## src/rtl/crc32_pkg.sv

```systemverilog
// Shared CRC-32 constants, FCS appender state type and bit-reversal helpers.
package crc32_pkg;

    localparam logic [31:0] CRC32_POLY   = 32'h04C11DB7;
    localparam logic [31:0] CRC32_INIT   = 32'hFFFFFFFF;
    localparam logic [31:0] CRC32_XOROUT = 32'hFFFFFFFF;

    typedef enum logic {
        ST_DATA,
        ST_FCS
    } state_e;

    function automatic logic [7:0] bitrev8(input logic [7:0] v);
        logic [7:0] r;
        for (int i = 0; i < 8; i++) r[i] = v[7-i];
        return r;
    endfunction

    function automatic logic [31:0] bitrev32(input logic [31:0] v);
        logic [31:0] r;
        for (int i = 0; i < 32; i++) r[i] = v[31-i];
        return r;
    endfunction

endpackage

```

## src/rtl/crc32_byte_lfsr.sv

```systemverilog
// Combinational CRC-32 LFSR advance by one byte, data[7] shifted in first.
module crc32_byte_lfsr
    import crc32_pkg::*;
(
    input  logic [31:0] crc_in,
    input  logic [7:0]  data,
    output logic [31:0] crc_next
);

    logic [31:0] w_crc;
    logic        w_fb;

    always_comb begin
        w_crc = crc_in;
        w_fb  = 1'b0;
        for (int i = 7; i >= 0; i--) begin
            w_fb  = w_crc[31] ^ data[i];
            w_crc = {w_crc[30:0], 1'b0};
            if (w_fb) w_crc = w_crc ^ CRC32_POLY;
        end
        crc_next = w_crc;
    end

endmodule

```

## src/rtl/crc32_fcs_appender.sv

```systemverilog
// Byte-stream pass-through that appends a 4-byte CRC-32 FCS after each frame.
// Optional frame counter enabled by defining CRC32_FRAME_CNT_EN.
//
// state   | meaning
// ST_DATA | payload passes straight through, LFSR accumulates accepted bytes
// ST_FCS  | upstream held off, fcs_reg emitted one byte per accepted beat
module crc32_fcs_appender
    import crc32_pkg::*;
#(
    parameter bit REFLECT = 1'b1,
    parameter int CNT_W   = 16
) (
    input  logic             clk,
    input  logic             rst,
    input  logic [7:0]       s_tdata,
    input  logic             s_tvalid,
    input  logic             s_tlast,
    output logic             s_tready,
    output logic [7:0]       m_tdata,
    output logic             m_tvalid,
    output logic             m_tlast,
    input  logic             m_tready,
    output logic             crc_busy,
    output logic [CNT_W-1:0] frame_cnt
);

    state_e      r_state;
    logic [31:0] r_lfsr;
    logic [31:0] r_fcs;
    logic [1:0]  r_idx;
    logic        r_crc_busy;

    logic [7:0]  w_data_in;
    logic [31:0] w_lfsr_next;
    logic [31:0] w_fcs_final;
    logic [1:0]  w_fcs_sel;
    logic [7:0]  w_fcs_byte;
    logic        w_acc_data;
    logic        w_acc_fcs;
    logic        w_frame_done;

    assign w_data_in = REFLECT ? bitrev8(s_tdata) : s_tdata;

    crc32_byte_lfsr u_lfsr (
        .crc_in   (r_lfsr),
        .data     (w_data_in),
        .crc_next (w_lfsr_next)
    );

    // The last payload byte is folded in before the final transform.
    assign w_fcs_final = REFLECT ? (bitrev32(w_lfsr_next) ^ CRC32_XOROUT)
                                 : (w_lfsr_next ^ CRC32_XOROUT);

    // Reflected FCS goes out LSB byte first, non-reflected MSB byte first.
    assign w_fcs_sel = REFLECT ? r_idx : ~r_idx;

    always_comb begin
        w_fcs_byte = r_fcs[7:0];
        case (w_fcs_sel)
            2'd0: w_fcs_byte = r_fcs[7:0];
            2'd1: w_fcs_byte = r_fcs[15:8];
            2'd2: w_fcs_byte = r_fcs[23:16];
            2'd3: w_fcs_byte = r_fcs[31:24];
            default: w_fcs_byte = r_fcs[7:0];
        endcase
    end

    assign w_acc_data   = (r_state == ST_DATA) && s_tvalid && m_tready;
    assign w_acc_fcs    = (r_state == ST_FCS) && m_tready;
    assign w_frame_done = w_acc_fcs && (r_idx == 2'd3);

    assign s_tready = (r_state == ST_DATA) && m_tready;
    assign m_tvalid = (r_state == ST_DATA) ? s_tvalid : 1'b1;
    assign m_tdata  = (r_state == ST_DATA) ? s_tdata : w_fcs_byte;
    assign m_tlast  = (r_state == ST_FCS) && (r_idx == 2'd3);
    assign crc_busy = r_crc_busy;

    always_ff @(posedge clk or posedge rst) begin
        if (rst) begin
            r_state    <= ST_DATA;
            r_lfsr     <= CRC32_INIT;
            r_fcs      <= 32'h0;
            r_idx      <= 2'd0;
            r_crc_busy <= 1'b0;
        end else if (r_state == ST_DATA) begin
            if (w_acc_data) begin
                r_lfsr <= w_lfsr_next;
                if (s_tlast) begin
                    r_fcs      <= w_fcs_final;
                    r_idx      <= 2'd0;
                    r_state    <= ST_FCS;
                    r_crc_busy <= 1'b1;
                end
            end
        end else if (w_acc_fcs) begin
            r_idx <= r_idx + 2'd1;
            if (r_idx == 2'd3) begin
                r_state    <= ST_DATA;
                r_lfsr     <= CRC32_INIT;
                r_crc_busy <= 1'b0;
            end
        end
    end

`ifdef CRC32_FRAME_CNT_EN
    logic [CNT_W-1:0] r_frame_cnt;

    always_ff @(posedge clk or posedge rst) begin
        if (rst) begin
            r_frame_cnt <= '0;
        end else if (w_frame_done) begin
            r_frame_cnt <= r_frame_cnt + 1'b1;
        end
    end

    assign frame_cnt = r_frame_cnt;
`else
    logic w_unused_done;
    assign w_unused_done = w_frame_done;
    assign frame_cnt     = '0;
`endif

endmodule

```

## config.mk

```make
export PLATFORM = sky130hd
export DESIGN_NAME = crc32_fcs_appender
export DESIGN_NICKNAME = d
export VERILOG_FILES = /design/src/rtl/crc32_pkg.sv /design/src/rtl/crc32_byte_lfsr.sv /design/src/rtl/crc32_fcs_appender.sv
export SDC_FILE = /design/constraint.sdc
export NUM_CORES = 1
export LEC_CHECK = 0
export ABC_AREA = 1
export CAP_MARGIN = 20
export CORE_MARGIN = 1.5
export CORE_UTILIZATION = 44
export CTS_BUF_LIST = sky130_fd_sc_hd__clkbuf_4 sky130_fd_sc_hd__clkbuf_8
export CTS_CLUSTER_SIZE = 10
export DETAILED_ROUTE_END_ITERATION = 6
export DONT_BUFFER_PORTS = 1
export GPL_TIMING_DRIVEN = 0
export PLACE_DENSITY_LB_ADDON = 0.15
export SYNTH_ARGS = -nofsm -noshare
export SYNTH_HDL_FRONTEND = slang
export SYNTH_HIERARCHICAL = 1
export SYNTH_SLANG_ARGS = --single-unit
export TNS_END_PERCENT = 100
```

## constraint.sdc

```tcl
create_clock -name clk -period 2.49 [get_ports clk]
set_input_delay 0.498 -clock clk [delete_from_list [all_inputs] [get_ports clk]]
set_output_delay 0.498 -clock clk [all_outputs]
set_load 0.02 [all_outputs]
```

==> results of run 1 <==
## cells by family after synthesis
| logic type | Yosys count | share of synthesized area (%) |
|---|---|---|
| AND/OR/NAND/NOR | 384 | 37.3 |
| buffers and inverters | 83 | 8.70 |
| flip-flops | 68 | 37.8 |
| XOR/XNOR | 50 | 10.5 |
| AO/OA/AOI/OAI | 42 | 4.56 |
| adder cells (fa/ha/maj) | 4 | 1.09 |
| other | 1 | 0.0814 |
## through the flow
| stage | setup slack (ns) | std cells | setup TNS, ns |
|---|---|---|---|
| after detailed placement | 0.156 | 783 | 0 |
| after floorplan | 0.333 | 647 | 0 |
| after global placement | -0.502 | 783 | -17.87 |
| after CTS | 0.0195 | 799 | 0 |
| final | 0.179 | 797 | 0 |
| after global routing | 0.0356 | 797 | 0 |
## routing by layer
metal / up-vias / part of all wire, % / track usage [%] / routed length (um)
li1: 1962 / - / - / -
met3: 15 / 4.9 / 4.27 / 599
met1: 1829 / 49 / 33.1 / 5950
met4: 0 / 1.9 / 8.41 / 230
met2: 102 / 45 / 36.8 / 5470
met5: - / 0 / 0 / 0
## power groups by stage
| stage | clock network, mW | logic [mW] | registers (mW) |
|---|---|---|---|
| 6_report | 0.839 | 4.93 | 2.27 |
| 5_1_grt | 0.902 | 5.49 | 2.34 |
| 4_1_cts | 0.862 | 4.89 | 2.27 |
| 3_5_place_dp | 0 | 4.85 | 2.29 |
| 3_3_place_gp | 0 | 4.80 | 2.26 |
| 2_1_floorplan | 0 | 3.72 | 2.16 |
## final timing paths
path / startpoint / endpoint / slack, ns / cells past startpoint
max reg2reg: r_lfsr[31]$_DFFE_PP1P_ / r_lfsr[12]$_DFFE_PP1P_ / 0.43 / 14
min reg2reg: r_fcs[8]$_DFFE_PP0P_ / r_fcs[8]$_DFFE_PP0P_ / 0.49 / 2
max in group asynchronous: rst / r_fcs[21]$_DFFE_PP0P_ / 1.75 / 1
min in group clk: m_tready / r_idx[0]$_DFFE_PP0P_ / 0.38 / 3
min: rst / r_fcs[4]$_DFFE_PP0P_ / 0.17 / 1
max: r_idx[1]$_DFFE_PP0P_ / m_tdata[0] / 0.18 / 7
## synth_stat cells
master and instances:
a21oi_1 1, and3_1 1, buf_1 2, buf_2 6, buf_4 17, buf_6 2
clkbuf_1 15, conb_1 1, dfrtp_1 36, dfstp_2 32, ha_1 4, inv_1 35
inv_2 5, inv_4 1, nand2_1 249, nand2_2 18, nand2_4 7, nand2_8 1
nand3_1 50, nand3_2 2, nand4_1 1, nor2_1 23, o21ai_0 9, o21ai_1 32
or2_2 32, xnor2_1 7, xnor2_2 4, xor2_1 37, xor2_2 2
## final cells by class
| cell class | instances | area, um2 | area share (%) |
|---|---|---|---|
| multi-input combinational | 496 | 2520 | 50.3 |
| sequential | 68 | 1740 | 34.8 |
| buffer | 40 | 236 | 4.73 |
| tap | 136 | 170 | 3.40 |
| inverter | 41 | 159 | 3.18 |
| clock buffer | 10 | 138 | 2.75 |
| clock inverter | 6 | 40.0 | 0.800 |
## flip-flops by register name (all words and copies together) (netlist names)
register,cells
r_idx,2
r_fcs,32
r_lfsr,32
crc_busy,1
r_state,1
## what timing repair did
item	CTS	global route
setup buffers	0	0
pin swaps	1	2
endpoints found under the setup margin	8	7
resized for setup	3	1
==> results.sh, run 1 <==
export IMPL_holdCritPathClass="in -> async"
export IMPL_ir_drop_mv=0.628
export IMPL_pwr_share_seq_pct=28.2
export IMPL_netlist_area_um2=4600
export IMPL_swShare_pct=50.8
export IMPL_htreeDepth=3
export IMPL_fin_crit_sh_pct=92.8
export IMPL_slew_headroom_pct=43.6
export IMPL_synth_top_area_cell="nand2_1"
export IMPL_power_density_nw_per_um2=1610
export IMPL_cp_top_family="buffers and inverters"
export IMPL_cts_buffer_depth=2
export IMPL_clk_pin_slew_ns=0.08
export IMPL_io_pins=41
export IMPL_drive_above_1_share_pct=22.2
export IMPL_globalplace_congestion=0.923
export IMPL_start_util_pct=45.0
export IMPL_clockPowerShare_pct=10.4
export IMPL_cts_sinks=68
export IMPL_setup_violations=0
export IMPL_path_cells="inv_1 > ha_1 > clkbuf_1 > nand2_1 > nand2_1 > o21ai_0 > nand2_1"
export IMPL_start_kind="register"
export IMPL_cts_inserted_buffers=9
export IMPL_synth_seq_cells=68
export IMPL_drc=0
export IMPL_crit_path_top_delay_cell="dfrtp_1"
export IMPL_synthCells=632
export IMPL_drt_total_wl_um=12300
export IMPL_drv_slew=0
export IMPL_cts_tree="built"
export IMPL_whs_ns=0.172
export IMPL_period_minus_slack_ns=2.31
export IMPL_final_area_um2=5000
export IMPL_antenna_found_initial=0
export IMPL_path_buf_inv=2
export IMPL_area_delta_synth_final_pct=8.67
export IMPL_most_common_layout_cells="249 x nand2_1, 50 x nand3_1, 37 x xor2_1, 36 x dfrtp_1"
export IMPL_finClkSkew_ns=0.0127
export IMPL_yosysTopAreaCellShare_pct=20.3
export IMPL_pwr_share_comb_pct=61.4
export IMPL_hpwl_um=9380
export IMPL_end_kind="output pin"
export IMPL_die_width_um=105
export IMPL_status="finished clean"
export IMPL_synthDistinctLibCells=29
export IMPL_p_int_mw=3.96
export IMPL_dr_first_iter_drc_count=228
export IMPL_leakage_nw=2.66
export IMPL_placed_area_um2=4830
export IMPL_yosysSeqAreaShare_pct=37.8
export IMPL_fin_nets=673
export IMPL_finish_utilization_pct=48.9
export IMPL_clock_latency_ns=0.35
export IMPL_power_mw=8.04
export IMPL_n_antenna_cell=0
export IMPL_row_count=37
export IMPL_final_common_cell="nand2_1"
export IMPL_fmax_mhz=433
export IMPL_switchingPower_mw=4.08
export IMPL_crit_type="reg -> out"
export IMPL_grt_pass1_vias=3748
export IMPL_grt_max_degree=69
export IMPL_hold_viol_final=0
export IMPL_vias_per_cell=4.90
export IMPL_ant_nets=0
export IMPL_portBuffers=0
export IMPL_crit_top_cell="nand2_1"
export IMPL_worst_ep_required_time_ns=1.99
export IMPL_ys_top_cells_by_area="nand2_1 20%, dfrtp_1 20%, dfstp_2 18%"
export IMPL_vias=3908
export IMPL_dieArea_um2=11100
export IMPL_critical_path_max_fanout=8
export IMPL_drt_pre_antenna_iters=5
export IMPL_core_um2=10200
export IMPL_critPathMaxStageDelay_ns=0.43
export IMPL_holdBufCountCts=0
export IMPL_chipHeight_um=105
export IMPL_gr_total_overflow=0
export IMPL_synth_warnings=6
export IMPL_n_fill_cell=1045
export IMPL_grt_setup_unrepaired="no"
export IMPL_cts_root_buf="clkbuf_8"
export IMPL_maxCapViolations=0
export IMPL_cp_arrival_ns=1.81
export IMPL_grtUsageTotal_pct=23.7
export IMPL_worst_pin_slew_ns=0.846
export IMPL_syn_avg_cell_area_um2=7.29
export IMPL_grt_pass1_wl_um=20000
export IMPL_wl_per_cell_um=15.4
Power figures use the tool's default switching activity.
==> run 2: changes to the inputs <==
Settings changed: ABC_CLOCK_PERIOD_IN_PS set to 2490.
==> results of run 2 <==
Same layout as run 1: the final DEF is identical, and so are final timing and power.
==> run 3: changes to the inputs <==
Settings changed: SLEW_MARGIN set to 30.
==> run 3 against run 2 <==
  * First-iteration DRC count is 39% higher
  * Final cell count is 0.25% higher
  * Sequential share of layout area is 0.46 points lower
  * Clock skew is 0.0033 ns lower
  * Global-route usage hardly changed
  * Non-clock buffer count is 2 higher
  * Design area is 1.4% higher
  * Sequential cell count stayed put
  * Worst setup slack worse by 0.039 ns
  * Combinational power is 1% higher
  * Critical endpoint is now m_tdata[6]
==> results.sh, run 3 (synthesized netlist as in run 1, its figures left out) <==
export IMPL_swShare_pct=50.1
export IMPL_placed_area_um2=4850
export IMPL_grt_max_degree=37
export IMPL_drc=0
export IMPL_leakage_nw=2.68
export IMPL_portBuffers=0
export IMPL_drv_slew=0
export IMPL_drt_total_wl_um=12400
export IMPL_final_common_cell="nand2_1"
export IMPL_worst_pin_slew_ns=0.539
export IMPL_power_density_nw_per_um2=1620
export IMPL_antenna_found_initial=0
export IMPL_critPathMaxStageDelay_ns=0.42
export IMPL_gr_total_overflow=0
export IMPL_holdCritPathClass="in -> async"
export IMPL_dpl_cell_count=784
export IMPL_clk_pin_slew_ns=0.08
export IMPL_p_int_mw=4.10
export IMPL_io_pins=41
export IMPL_dr_first_iter_drc_count=316
export IMPL_drive_above_1_share_pct=22.5
export IMPL_start_util_pct=45.0
export IMPL_status="finished clean"
export IMPL_cts_sinks=68
export IMPL_core_um2=10200
export IMPL_end_kind="output pin"
export IMPL_critical_path_max_fanout=16
export IMPL_n_antenna_cell=0
export IMPL_grt_pass1_vias=3702
export IMPL_switchingPower_mw=4.12
export IMPL_die_width_um=105
export IMPL_dieArea_um2=11100
export IMPL_pwr_share_comb_pct=60.7
export IMPL_grtUsageTotal_pct=23.7
export IMPL_clockPowerShare_pct=11.7
export IMPL_finClkSkew_ns=0.00946
export IMPL_final_cells=799
export IMPL_crit_top_cell="nor2_1"
export IMPL_fin_crit_sh_pct=94.3
export IMPL_reg_top3="r_fcs x32, r_lfsr x32, r_idx x2"
export IMPL_crit_type="reg -> out"
export IMPL_period_minus_slack_ns=2.35
export IMPL_cts_tree="built"
export IMPL_chipHeight_um=105
export IMPL_area_delta_synth_final_pct=10.1
export IMPL_holdBufCountCts=0
export IMPL_start_kind="register"
export IMPL_grt_pass1_wl_um=19800
export IMPL_reg2regPathDepth=12
export IMPL_cts_root_buf="clkbuf_8"
export IMPL_pwr_share_seq_pct=27.6
export IMPL_rr_startpoint="r_lfsr[27]$_DFFE_PP1P_"
export IMPL_vias=3920
export IMPL_power_mw=8.22
export IMPL_drt_pre_antenna_iters=5
export IMPL_rrSetupSlack_ns=0.41
export IMPL_ant_nets=0
export IMPL_row_count=37
export IMPL_r2r_end="r_lfsr[13]$_DFFE_PP1P_"
export IMPL_wl_per_cell_um=15.5
export IMPL_clock_latency_ns=0.36
export IMPL_crit_path_top_delay_cell="dfrtp_1"
export IMPL_fin_nets=675
export IMPL_grt_setup_unrepaired="no"
export IMPL_ir_drop_mv=0.596
export IMPL_htreeDepth=3
export IMPL_cp_arrival_ns=1.85
export IMPL_hpwl_um=9530
export IMPL_cts_buffer_depth=2
export IMPL_globalplace_congestion=0.923
export IMPL_cts_inserted_buffers=9
export IMPL_slew_headroom_pct=64.0
export IMPL_maxCapViolations=0
export IMPL_path_cells="inv_1 > ha_1 > clkinvlp_4 > buf_12 > nor2_1 > nor2_1 > o21ai_0 > nand2_1"
export IMPL_final_area_um2=5070
export IMPL_setup_violations=0
export IMPL_worst_ep_required_time_ns=1.99
export IMPL_vias_per_cell=4.91
export IMPL_most_common_layout_cells="249 x nand2_1, 50 x nand3_1, 37 x xor2_1, 36 x dfrtp_1, 33 x inv_1"
export IMPL_hold_viol_final=0
export IMPL_fmax_mhz=426
[run 3: repair_timing]
| item | in CTS | in global routing |
|---|---|---|
| endpoints found under the setup margin | 8 | 8 |
| buffers inserted | 0 | 1 |
| gates resized for setup | 1 | 0 |
| gates cloned | 0 | 0 |
[run 3: worst max-delay path by stage]
stage          depth (start not counted)                    end            startpoint  slack, ns
3_3_place_gp                           1  r_fcs[21]$_DFFE_PP0P_                   rst      -0.50
2_1_floorplan                          1   crc_busy$_DFFE_PP0P_                   rst       0.33
3_5_place_dp                           7             m_tdata[6]  r_idx[0]$_DFFE_PP0P_       0.16
4_1_cts                                7             m_tdata[6]  r_idx[0]$_DFFE_PP0P_       0.02
6_report                               8             m_tdata[6]  r_idx[0]$_DFFE_PP0P_       0.14
5_1_grt                                8             m_tdata[5]  r_idx[0]$_DFFE_PP0P_       0.05
[run 3: power groups by stage]
stage	registers [mW]	clock network [mW]	logic (mW)
3_3_place_gp	2.26	0	4.80
3_5_place_dp	2.29	0	4.85
6_report	2.27	0.962	4.99
4_1_cts	2.27	0.977	4.89
2_1_floorplan	2.16	0	3.72
5_1_grt	2.34	1.03	5.54
[run 3: per-layer routing]
| layer | track usage (%) | vias to the layer above | part of all wire [%] |
|---|---|---|---|
| met5 | 0 | - | 0 |
| met4 | 7.14 | 0 | 1.5 |
| met3 | 4.82 | 12 | 4.8 |
| met2 | 37.0 | 104 | 45 |
| met1 | 33.2 | 1843 | 48 |
| li1 | - | 1961 | - |
[run 3: layout make-up]
type | instances | area [um2]
buffer | 40 | 236
clock buffer | 10 | 138
clock inverter | 6 | 63.8
fill | 1036 | 5160
inverter | 41 | 163
multi-input combinational | 496 | 2520
sequential | 68 | 1740
tap | 136 | 170
timing repair buffer | 2 | 40.0
[run 3: worst max-delay path: cells and delay by family, from the launching register on]
family,cells,cell delay [ns]
buffers and inverters,3,0.39
DFF,1,0.42
adders and majority gates,1,0.23
AOI/OAI and AO/OA,1,0.12
and+or+nand+nor,3,0.32
[run 3: per-stage QoR]
step           hold slack [ns]  util, %  setup slack, ns  TNS (ns)
2_1_floorplan            0.459        -            0.333         0
3_3_place_gp             0.470     47.2           -0.502    -17.87
3_5_place_dp             0.426     47.4            0.160         0
4_1_cts                 0.0401     49.4           0.0231         0
5_1_grt                 0.0522     49.6           0.0504         0
6_report                0.0223     49.6            0.141         0
